==> config.mk <==
export PLATFORM = sky130hd
export DESIGN_NAME = color_frame_ctrl
export DESIGN_NICKNAME = d
export VERILOG_FILES = /design/src/rtl/color_ctrl_pkg.sv /design/src/rtl/color_pix_counter.sv /design/src/rtl/color_frame_ctrl.sv
export SDC_FILE = /design/constraint.sdc
export NUM_CORES = 1
export LEC_CHECK = 0
export CORE_MARGIN = 2
export CORE_UTILIZATION = 25
export DETAILED_ROUTE_END_ITERATION = 12
export HOLD_SLACK_MARGIN = 0.08
export PLACE_DENSITY = 0.46
export SLEW_MARGIN = 10
export SYNTH_ARGS = -nofsm -noshare
export SYNTH_HDL_FRONTEND = slang
export SYNTH_HIERARCHICAL = 1
export SYNTH_SLANG_ARGS = --single-unit
==> constraint.sdc <==
create_clock -name clk -period 7.69 [get_ports clk]
set_clock_uncertainty 0.15 [all_clocks]
set_input_delay 1.1535 -clock clk [delete_from_list [all_inputs] [get_ports clk]]
set_output_delay 1.1535 -clock clk [all_outputs]
set_load 0.02 [all_outputs]
==> src/rtl/color_ctrl_pkg.sv <==
// Shared state encoding, hit marker and width helpers for the color/laser frame controller.
package color_ctrl_pkg;

    typedef enum logic [1:0] {
        ST_IDLE   = 2'd0,
        ST_RUN    = 2'd1,
        ST_DRAIN  = 2'd2,
        ST_REPORT = 2'd3
    } ctrl_state_t;

    localparam logic [23:0] HIT_PIXEL_DEF = 24'hFFFFFF;
    localparam int IMG_W_DEF = 640;
    localparam int IMG_H_DEF = 480;

    function automatic int dim_w(input int n);
        return (n > 1) ? $clog2(n) : 1;
    endfunction

    function automatic int cnt_w(input int w, input int h);
        return $clog2(w * h + 1);
    endfunction

    localparam int X_W   = dim_w(IMG_W_DEF);
    localparam int Y_W   = dim_w(IMG_H_DEF);
    localparam int CNT_W = cnt_w(IMG_W_DEF, IMG_H_DEF);

endpackage

==> src/rtl/color_pix_counter.sv <==
// Raster x/y position counter: one step per adv, x wraps into y, y wraps at end of frame.
module color_pix_counter #(
    parameter int W  = 640,
    parameter int H  = 480,
    parameter int XW = 10,
    parameter int YW = 9
) (
    input  logic          clk,
    input  logic          rst,
    input  logic          clr,
    input  logic          adv,
    output logic [XW-1:0] x,
    output logic [YW-1:0] y,
    output logic          first,
    output logic          eol,
    output logic          eof
);
    localparam logic [XW-1:0] X_LAST = XW'(W - 1);
    localparam logic [YW-1:0] Y_LAST = YW'(H - 1);

    logic [XW-1:0] x_q, x_d;
    logic [YW-1:0] y_q, y_d;

    always_comb begin
        x_d = x_q;
        y_d = y_q;
        if (clr) begin
            x_d = '0;
            y_d = '0;
        end else if (adv) begin
            if (x_q == X_LAST) begin
                x_d = '0;
                y_d = (y_q == Y_LAST) ? '0 : y_q + YW'(1);
            end else begin
                x_d = x_q + XW'(1);
            end
        end
    end

    always_ff @(posedge clk or posedge rst) begin
        if (rst) begin
            x_q <= '0;
            y_q <= '0;
        end else begin
            x_q <= x_d;
            y_q <= y_d;
        end
    end

    assign x     = x_q;
    assign y     = y_q;
    assign first = (x_q == '0) && (y_q == '0);
    assign eol   = (x_q == X_LAST);
    assign eof   = (x_q == X_LAST) && (y_q == Y_LAST);

endmodule

==> src/rtl/color_frame_ctrl.sv <==
// Frame controller around the color/laser detect core: input gating, SOF/EOL sidebands,
// per-frame hit count and bounding box.
//   state  | meaning
//   IDLE   | input gated, waiting for cfg_start
//   RUN    | input passes to core, output counted
//   DRAIN  | whole frame sent to core, waiting for its last output beat
//   REPORT | result presented on res_*, waiting for res_ready
module color_frame_ctrl import color_ctrl_pkg::*; #(
    parameter int                IMG_W     = IMG_W_DEF,
    parameter int                IMG_H     = IMG_H_DEF,
    parameter int                DATA_W    = 24,
    parameter logic [DATA_W-1:0] HIT_PIXEL = DATA_W'(HIT_PIXEL_DEF)
) (
    input  logic                               clk,
    input  logic                               rst,
    input  logic                               cfg_start,
    input  logic [7:0]                         cfg_frames,
    input  logic                               cfg_abort,
    output logic                               busy,
    input  logic [DATA_W-1:0]                  s_tdata,
    input  logic                               s_tvalid,
    output logic                               s_tready,
    output logic [DATA_W-1:0]                  c_tdata,
    output logic                               c_tvalid,
    input  logic                               c_tready,
    input  logic [DATA_W-1:0]                  k_tdata,
    input  logic                               k_tvalid,
    output logic                               k_tready,
    output logic [DATA_W-1:0]                  m_tdata,
    output logic                               m_tvalid,
    input  logic                               m_tready,
    output logic                               m_tuser,
    output logic                               m_tlast,
    output logic                               res_valid,
    input  logic                               res_ready,
    output logic [$clog2(IMG_W*IMG_H+1)-1:0]   res_hits,
    output logic [$clog2(IMG_W)-1:0]           res_xmin,
    output logic [$clog2(IMG_W)-1:0]           res_xmax,
    output logic [$clog2(IMG_H)-1:0]           res_ymin,
    output logic [$clog2(IMG_H)-1:0]           res_ymax
);
    localparam int XW = dim_w(IMG_W);
    localparam int YW = dim_w(IMG_H);
    localparam int HW = cnt_w(IMG_W, IMG_H);

    ctrl_state_t   state_q, state_d;
    logic [7:0]    frames_q, frames_d;
    logic          cont_q, cont_d;
    logic          busy_q, busy_d;
    logic          res_valid_q, res_valid_d;
    logic [HW-1:0] hits_q, hits_d;
    logic [XW-1:0] xmin_q, xmin_d, xmax_q, xmax_d;
    logic [YW-1:0] ymin_q, ymin_d, ymax_q, ymax_d;

    logic          cnt_clr, run, flowing, in_beat, out_beat, hit;
    logic [XW-1:0] ix, ox;
    logic [YW-1:0] iy, oy;
    logic          in_first, in_eol, in_eof, out_first, out_eol, out_eof;
    logic          unused_in;

    assign run      = (state_q == ST_RUN);
    assign flowing  = run || (state_q == ST_DRAIN);

    // c_tvalid depends only on registered state and s_tvalid, never on c_tready.
    assign c_tdata  = s_tdata;
    assign c_tvalid = run & s_tvalid;
    assign s_tready = run & c_tready;

    assign m_tdata  = k_tdata;
    assign m_tvalid = k_tvalid;
    assign k_tready = m_tready;

    assign in_beat  = run & s_tvalid & c_tready;
    assign out_beat = flowing & k_tvalid & m_tready;
    assign hit      = out_beat & (k_tdata == HIT_PIXEL);
    assign m_tuser  = flowing & out_first;
    assign m_tlast  = flowing & out_eol;

    color_pix_counter #(.W(IMG_W), .H(IMG_H), .XW(XW), .YW(YW)) u_in_cnt (
        .clk(clk), .rst(rst), .clr(cnt_clr), .adv(in_beat),
        .x(ix), .y(iy), .first(in_first), .eol(in_eol), .eof(in_eof)
    );

    color_pix_counter #(.W(IMG_W), .H(IMG_H), .XW(XW), .YW(YW)) u_out_cnt (
        .clk(clk), .rst(rst), .clr(cnt_clr), .adv(out_beat),
        .x(ox), .y(oy), .first(out_first), .eol(out_eol), .eof(out_eof)
    );

    assign unused_in = &{1'b0, in_first, in_eol, ix, iy};

    always_comb begin
        state_d  = state_q;
        frames_d = frames_q;
        cont_d   = cont_q;
        hits_d   = hits_q;
        xmin_d   = xmin_q;
        xmax_d   = xmax_q;
        ymin_d   = ymin_q;
        ymax_d   = ymax_q;
        cnt_clr  = 1'b0;

        if (hit) begin
            hits_d = hits_q + HW'(1);
            if (hits_q == '0) begin
                xmin_d = ox;
                xmax_d = ox;
                ymin_d = oy;
                ymax_d = oy;
            end else begin
                if (ox < xmin_q) xmin_d = ox;
                if (ox > xmax_q) xmax_d = ox;
                if (oy < ymin_q) ymin_d = oy;
                if (oy > ymax_q) ymax_d = oy;
            end
        end

        case (state_q)
            ST_IDLE: begin
                if (cfg_start) begin
                    frames_d = cfg_frames;
                    cont_d   = (cfg_frames == 8'd0);
                    cnt_clr  = 1'b1;
                    state_d  = ST_RUN;
                end
            end
            ST_RUN: begin
                if (in_beat && in_eof)
                    state_d = (out_beat && out_eof) ? ST_REPORT : ST_DRAIN;
            end
            ST_DRAIN: begin
                if (out_beat && out_eof) state_d = ST_REPORT;
            end
            ST_REPORT: begin
                if (res_ready) begin
                    cnt_clr = 1'b1;
                    if (cont_q || (frames_q > 8'd1)) begin
                        if (!cont_q) frames_d = frames_q - 8'd1;
                        state_d = ST_RUN;
                    end else begin
                        state_d = ST_IDLE;
                    end
                end
            end
            default: state_d = ST_IDLE;
        endcase

        if (cfg_abort) begin
            state_d = ST_IDLE;
            cnt_clr = 1'b1;
        end

        // Accumulators restart together with the raster counters.
        if (cnt_clr) begin
            hits_d = '0;
            xmin_d = '0;
            xmax_d = '0;
            ymin_d = '0;
            ymax_d = '0;
        end

        busy_d      = (state_d != ST_IDLE);
        res_valid_d = (state_d == ST_REPORT);
    end

    always_ff @(posedge clk or posedge rst) begin
        if (rst) begin
            state_q     <= ST_IDLE;
            frames_q    <= '0;
            cont_q      <= 1'b0;
            busy_q      <= 1'b0;
            res_valid_q <= 1'b0;
            hits_q      <= '0;
            xmin_q      <= '0;
            xmax_q      <= '0;
            ymin_q      <= '0;
            ymax_q      <= '0;
        end else begin
            state_q     <= state_d;
            frames_q    <= frames_d;
            cont_q      <= cont_d;
            busy_q      <= busy_d;
            res_valid_q <= res_valid_d;
            hits_q      <= hits_d;
            xmin_q      <= xmin_d;
            xmax_q      <= xmax_d;
            ymin_q      <= ymin_d;
            ymax_q      <= ymax_d;
        end
    end

    assign busy      = busy_q;
    assign res_valid = res_valid_q;
    assign res_hits  = hits_q;
    assign res_xmin  = xmin_q;
    assign res_xmax  = xmax_q;
    assign res_ymin  = ymin_q;
    assign res_ymax  = ymax_q;

endmodule

# Word level (Yosys, flattened, before mapping)
# Cells that the tools add are included.
# op_classes
add_sub_neg	6
reduce_logical	31
n_mux	49
bitwise	8
eq_ne	13
n_lt_le_gt_ge	5
# op_table
operator	n
2-to-1 mux 9 bit	16
2-to-1 mux 10 bit	14
2-to-1 mux 19 bit	2
2-to-1 mux 8 bit	4
equality test 24 bit (second input constant)	1
adder 10 x 1 -> 10 bit (second input constant)	2
equality test 10 bit (second input constant)	2
adder 19 x 1 -> 19 bit (second input constant)	1
zero test 19 bit	1
adder 9 x 1 -> 9 bit (second input constant)	2
equality test 9 bit (second input constant)	2
one-hot mux 8 bit (2 select lines)	1
AND reduction 2 bit	7
nonzero test 2 bit	7
nonzero test 3 bit	4
> comparator 10 bit	1
zero test 10 bit	1
less-than comparator 10 bit	1
2-to-1 mux 2 bit	5
> comparator 9 bit	1
zero test 9 bit	1
less-than comparator 9 bit	1
AND 1 bit	8
> comparator 8 x 1 -> 1 bit (second input constant)	1
other kinds (12)	26
# word_totals
input_bits	65
wordCells	126
register_bits	108

# Depth between registers and ports, before layout
# depth
depth_word	10
depth_mapped	14

# By module
# The synthesis kept the hierarchy.
# modules_own_cells
module	instances	cells_each	seq_area_each_um2	area_each_um2
color_frame_ctrl	1	626	1751.7	5381.4
color_pix_counter	2	125	475.5	1159.9

# Worst setup path after synthesis
# Ideal clock, no wire load.
# synth_timing
kind	input -> register
from	in cfg_start
to	reg u_in_cnt.x_q[9], in the netlist u_in_cnt/x[9]
path_slack_ns	4.171
path_stages	12
t_required_ns	7.462
n_path_buf	4
setup_time_ns	0.078
arrival_time_ns	3.291
path_cell_list	nand2_1 a21oi_1 nor2_1 clkbuf_1 inv_1 clkbuf_1 buf_1 buf_4 o2111ai_1 nor2_1 a311o_1 a21oi_1
# synth_via
elab_chain_len	4
word_cells_on_any_way	5
cone_classes	4 x mux; 1 x reduce/logical
# synth_rtl
item	line_no	rtl
from (decl)	color_frame_ctrl.sv:16	input logic cfg_start,
2-to-1 mux 1 bit (*)	color_frame_ctrl.sv:119	if (cfg_start) begin
one-hot mux 1 bit (2 select lines) (*)	color_frame_ctrl.sv:117	case (state_q)
2-to-1 mux 1 bit (*)	color_frame_ctrl.sv:147	if (cfg_abort) begin
net cnt_clr	color_frame_ctrl.sv:55	logic cnt_clr, run, flowing, in_beat, out_beat, hit;
2-to-1 mux 10 bit or nonzero test 2 bit (tied branches)	-	
to (signal assigned)	color_pix_counter.sv:42	x_q <= '0;
to (signal assigned)	color_pix_counter.sv:45	x_q <= x_d;
to (decl)	color_pix_counter.sv:21	logic [XW-1:0] x_q, x_d;
# The timed path passes the listed nets; every way through them passes the cells marked *.
# A chain may end at the register's enable or synchronous reset.

# Worst setup path after layout
# layout_timing
from	in cfg_start
to	reg u_out_cnt.x_q[9], in the netlist u_out_cnt/x[9]
# layout_via
elab_chain_len	4
word_cells_on_any_way	5
cone_classes	4 x mux; 1 x reduce/logical
# layout_rtl
item	line_no
2-to-1 mux 1 bit (*)	color_frame_ctrl.sv:119
one-hot mux 1 bit (2 select lines) (*)	color_frame_ctrl.sv:117
2-to-1 mux 1 bit (*)	color_frame_ctrl.sv:147
2-to-1 mux 10 bit or nonzero test 2 bit (tied branches)	-
to (signal assigned)	color_pix_counter.sv:42
to (signal assigned)	color_pix_counter.sv:45
to (decl)	color_pix_counter.sv:21
# Every way passes the cells marked *; elsewhere a longest branch is shown, timed or not.

==> reports/results.ini <==
[sta]
hold_violations = 0
fin_crit_ns = 4.191
fmaxAchievable_mhz = 238.6
finalSetupViolCount = 0
drv_slew = 0
slew-limit-headroom_pct = 34.70
period_share_pct = 54.50
fin_ws_ns = 3.499
holdWs_ns = 0.3792
rsz0062_at_grt = no
tns_ns = 0
tightest_slew_ns = 0.9771

[global_route]
grt_pass1_wl_mm = 35.54
grt_max_degree = 105
grt_pass1_vias = 6484
grt_overflow = 0
grt_use_total_pct = 14.18
antenna_found_initial = 0

[clock_network]
h-tree-depth = 3
clock_sinks = 108
post_cts_buffers = 0
cts_resized = 0
hold_buffers = 0
cts_inserted_buffers = 9
clockRootBuffer = clkbuf_16
path_clk_slew_ns = 0.08
clk_latency_ns = 0.36
cts_buffer_depth = 2
tritoncts = done

[worst_setup_path]
r2r_start = state_q[0]
critPathKind = in2reg
crit_path_end_kind = flop
critPathRequiredTime_ns = 7.81
cp-startpoint = cfg_start
start_kind = input pin
critPathMaxFanout = 104
cp_data_arrival_time_ns = 4.31

[floorplanning]
design.die.area_um2 = 32060
io_pins = 178
initial_core_util_pct = 25.24
die_w_um = 179.1
rows = 64
fp.dieH_um = 179.1
coreArea_um2 = 30350

[power]
powerDensity_nw_per_um2 = 134.0
max-vdd-ir-drop_mv = 0.1111
power_leakage_nw = 3.618

[finish]
antenna_cells = 0
drive_gt1_share_pct = 5.011
syn_to_final_growth_pct = 21.66
fin_util_pct = 30.71
fin_nets = 1050
nFillCells = 3181

[routing]
wl_per_cell_um = 16.44
vias = 6491
drt-total-wl_mm = 21.93
postRouteAntennaNets = 0
drt_first_pass_iters = 5
drc = 0
drtIter0Drc = 398
avgViaCountPerCell = 4.866

[outcome]
status = finished clean

[run]
maxCapViolations = 0

[synth]
synth_fp_nets = 987
yosysWarnings = 6
synthCells = 870
avgSynthCellArea_um2 = 8.806
synth_area_um2 = 7661

[worst_hold_path]
hp-start = cont_q
min_path_type = reg2reg

[placement]
dp_hpwl_mm = 15.75
gp_congestion = 0.7858
place_ws_ns = 3.118
numPortBuffers = 129

## metrics by stage
stage	power, mW	instance area (µm²)	cells
2_1_floorplan	0.7107	7661	870
3_3_place_gp	0.7509	9000	1318
3_5_place_dp	0.7507	9000	1318
4_1_cts	1.273	9320	1334
5_1_grt	1.309	9320	1334
6_report	1.249	9320	1334
## where the power goes
part           total, mW  leakage (nW)  switching (mW)  internal (mW)
Sequential         0.589          1.49          0.0115          0.578
Clock              0.512         0.158           0.236          0.276
Combinational      0.147          1.97          0.0885         0.0588
## metal layers
metal	up-vias	track usage (%)	wire length [µm]
met3	19	2.417	790
met2	107	23.96	10630
met5	-	0	0
li1	3235	-	-
met1	3130	18.79	10300
met4	0	3.421	203
## registers in the layout (all words and copies together) (netlist names)
signal / cells
res_ymax: 9
frames_q: 8
busy: 1
u_out_cnt/x: 10
cont_q: 1
res_ymin: 9
state_q: 2
u_in_cnt/x: 10
u_in_cnt/y: 9
u_out_cnt/y: 9
res_xmax: 10
res_hits: 19
res_valid: 1
res_xmin: 10
## placed cells by master, fill, tap and decap left out, types with 4 or more instances in the layout
cell             count
ha_1                52
nor3_1              18
o21ai_0             34
a22o_1               5
xnor2_1             12
nand2b_1            12
o22ai_1              5
mux2i_1             39
buf_4               12
inv_1               71
nand4_1             23
nor4_1              12
a21oi_1             43
and2_1               6
nor2b_1             12
a21o_1               4
nand2_1             65
clkdlybuf4s50_1    129
clkbuf_16            9
or3_1               12
nor2_1              43
xor2_1              10
a211oi_1             6
and4_1               6
dfrtp_1            108
a41o_1               4
nand3_1             77
a311o_1             31
and3_1              16
## path summary, 6_finish.rpt
kind	to	slack, ns	cells past startpoint
max in group asynchronous	res_xmin[2]	5.40	3
max reg2reg	u_out_cnt/x[9]	3.85	10
min	cont_q	0.38	2
min in group asynchronous	u_out_cnt/x[1]	1.24	2
max	u_out_cnt/x[9]	3.50	10
min reg2reg	cont_q	0.38	2
## cell type report
cell class	count	area (µm²)	share of cell area [%]
Clock buffer	11	252.7	2.712
Timing Repair Buffer	141	1381	14.82
Sequential cell	108	2703	29.00
Inverter	73	275.3	2.953
Multi-Input combinational cell	600	4145	44.48
Clock inverter	5	67.56	0.7249
Tap cell	396	495.5	5.316
## critical path, stage by stage
cell and delay (ns):
clkdlybuf4s50_1 0.45, nand2_1 0.14, a21oi_1 0.12, nor2_4 0.08, buf_4 0.70, inv_2 0.52
o2111ai_1 0.49, nor2_1 0.14, a311o_1 0.37, a21oi_1 0.13
(Power assumes the default switching activity.)
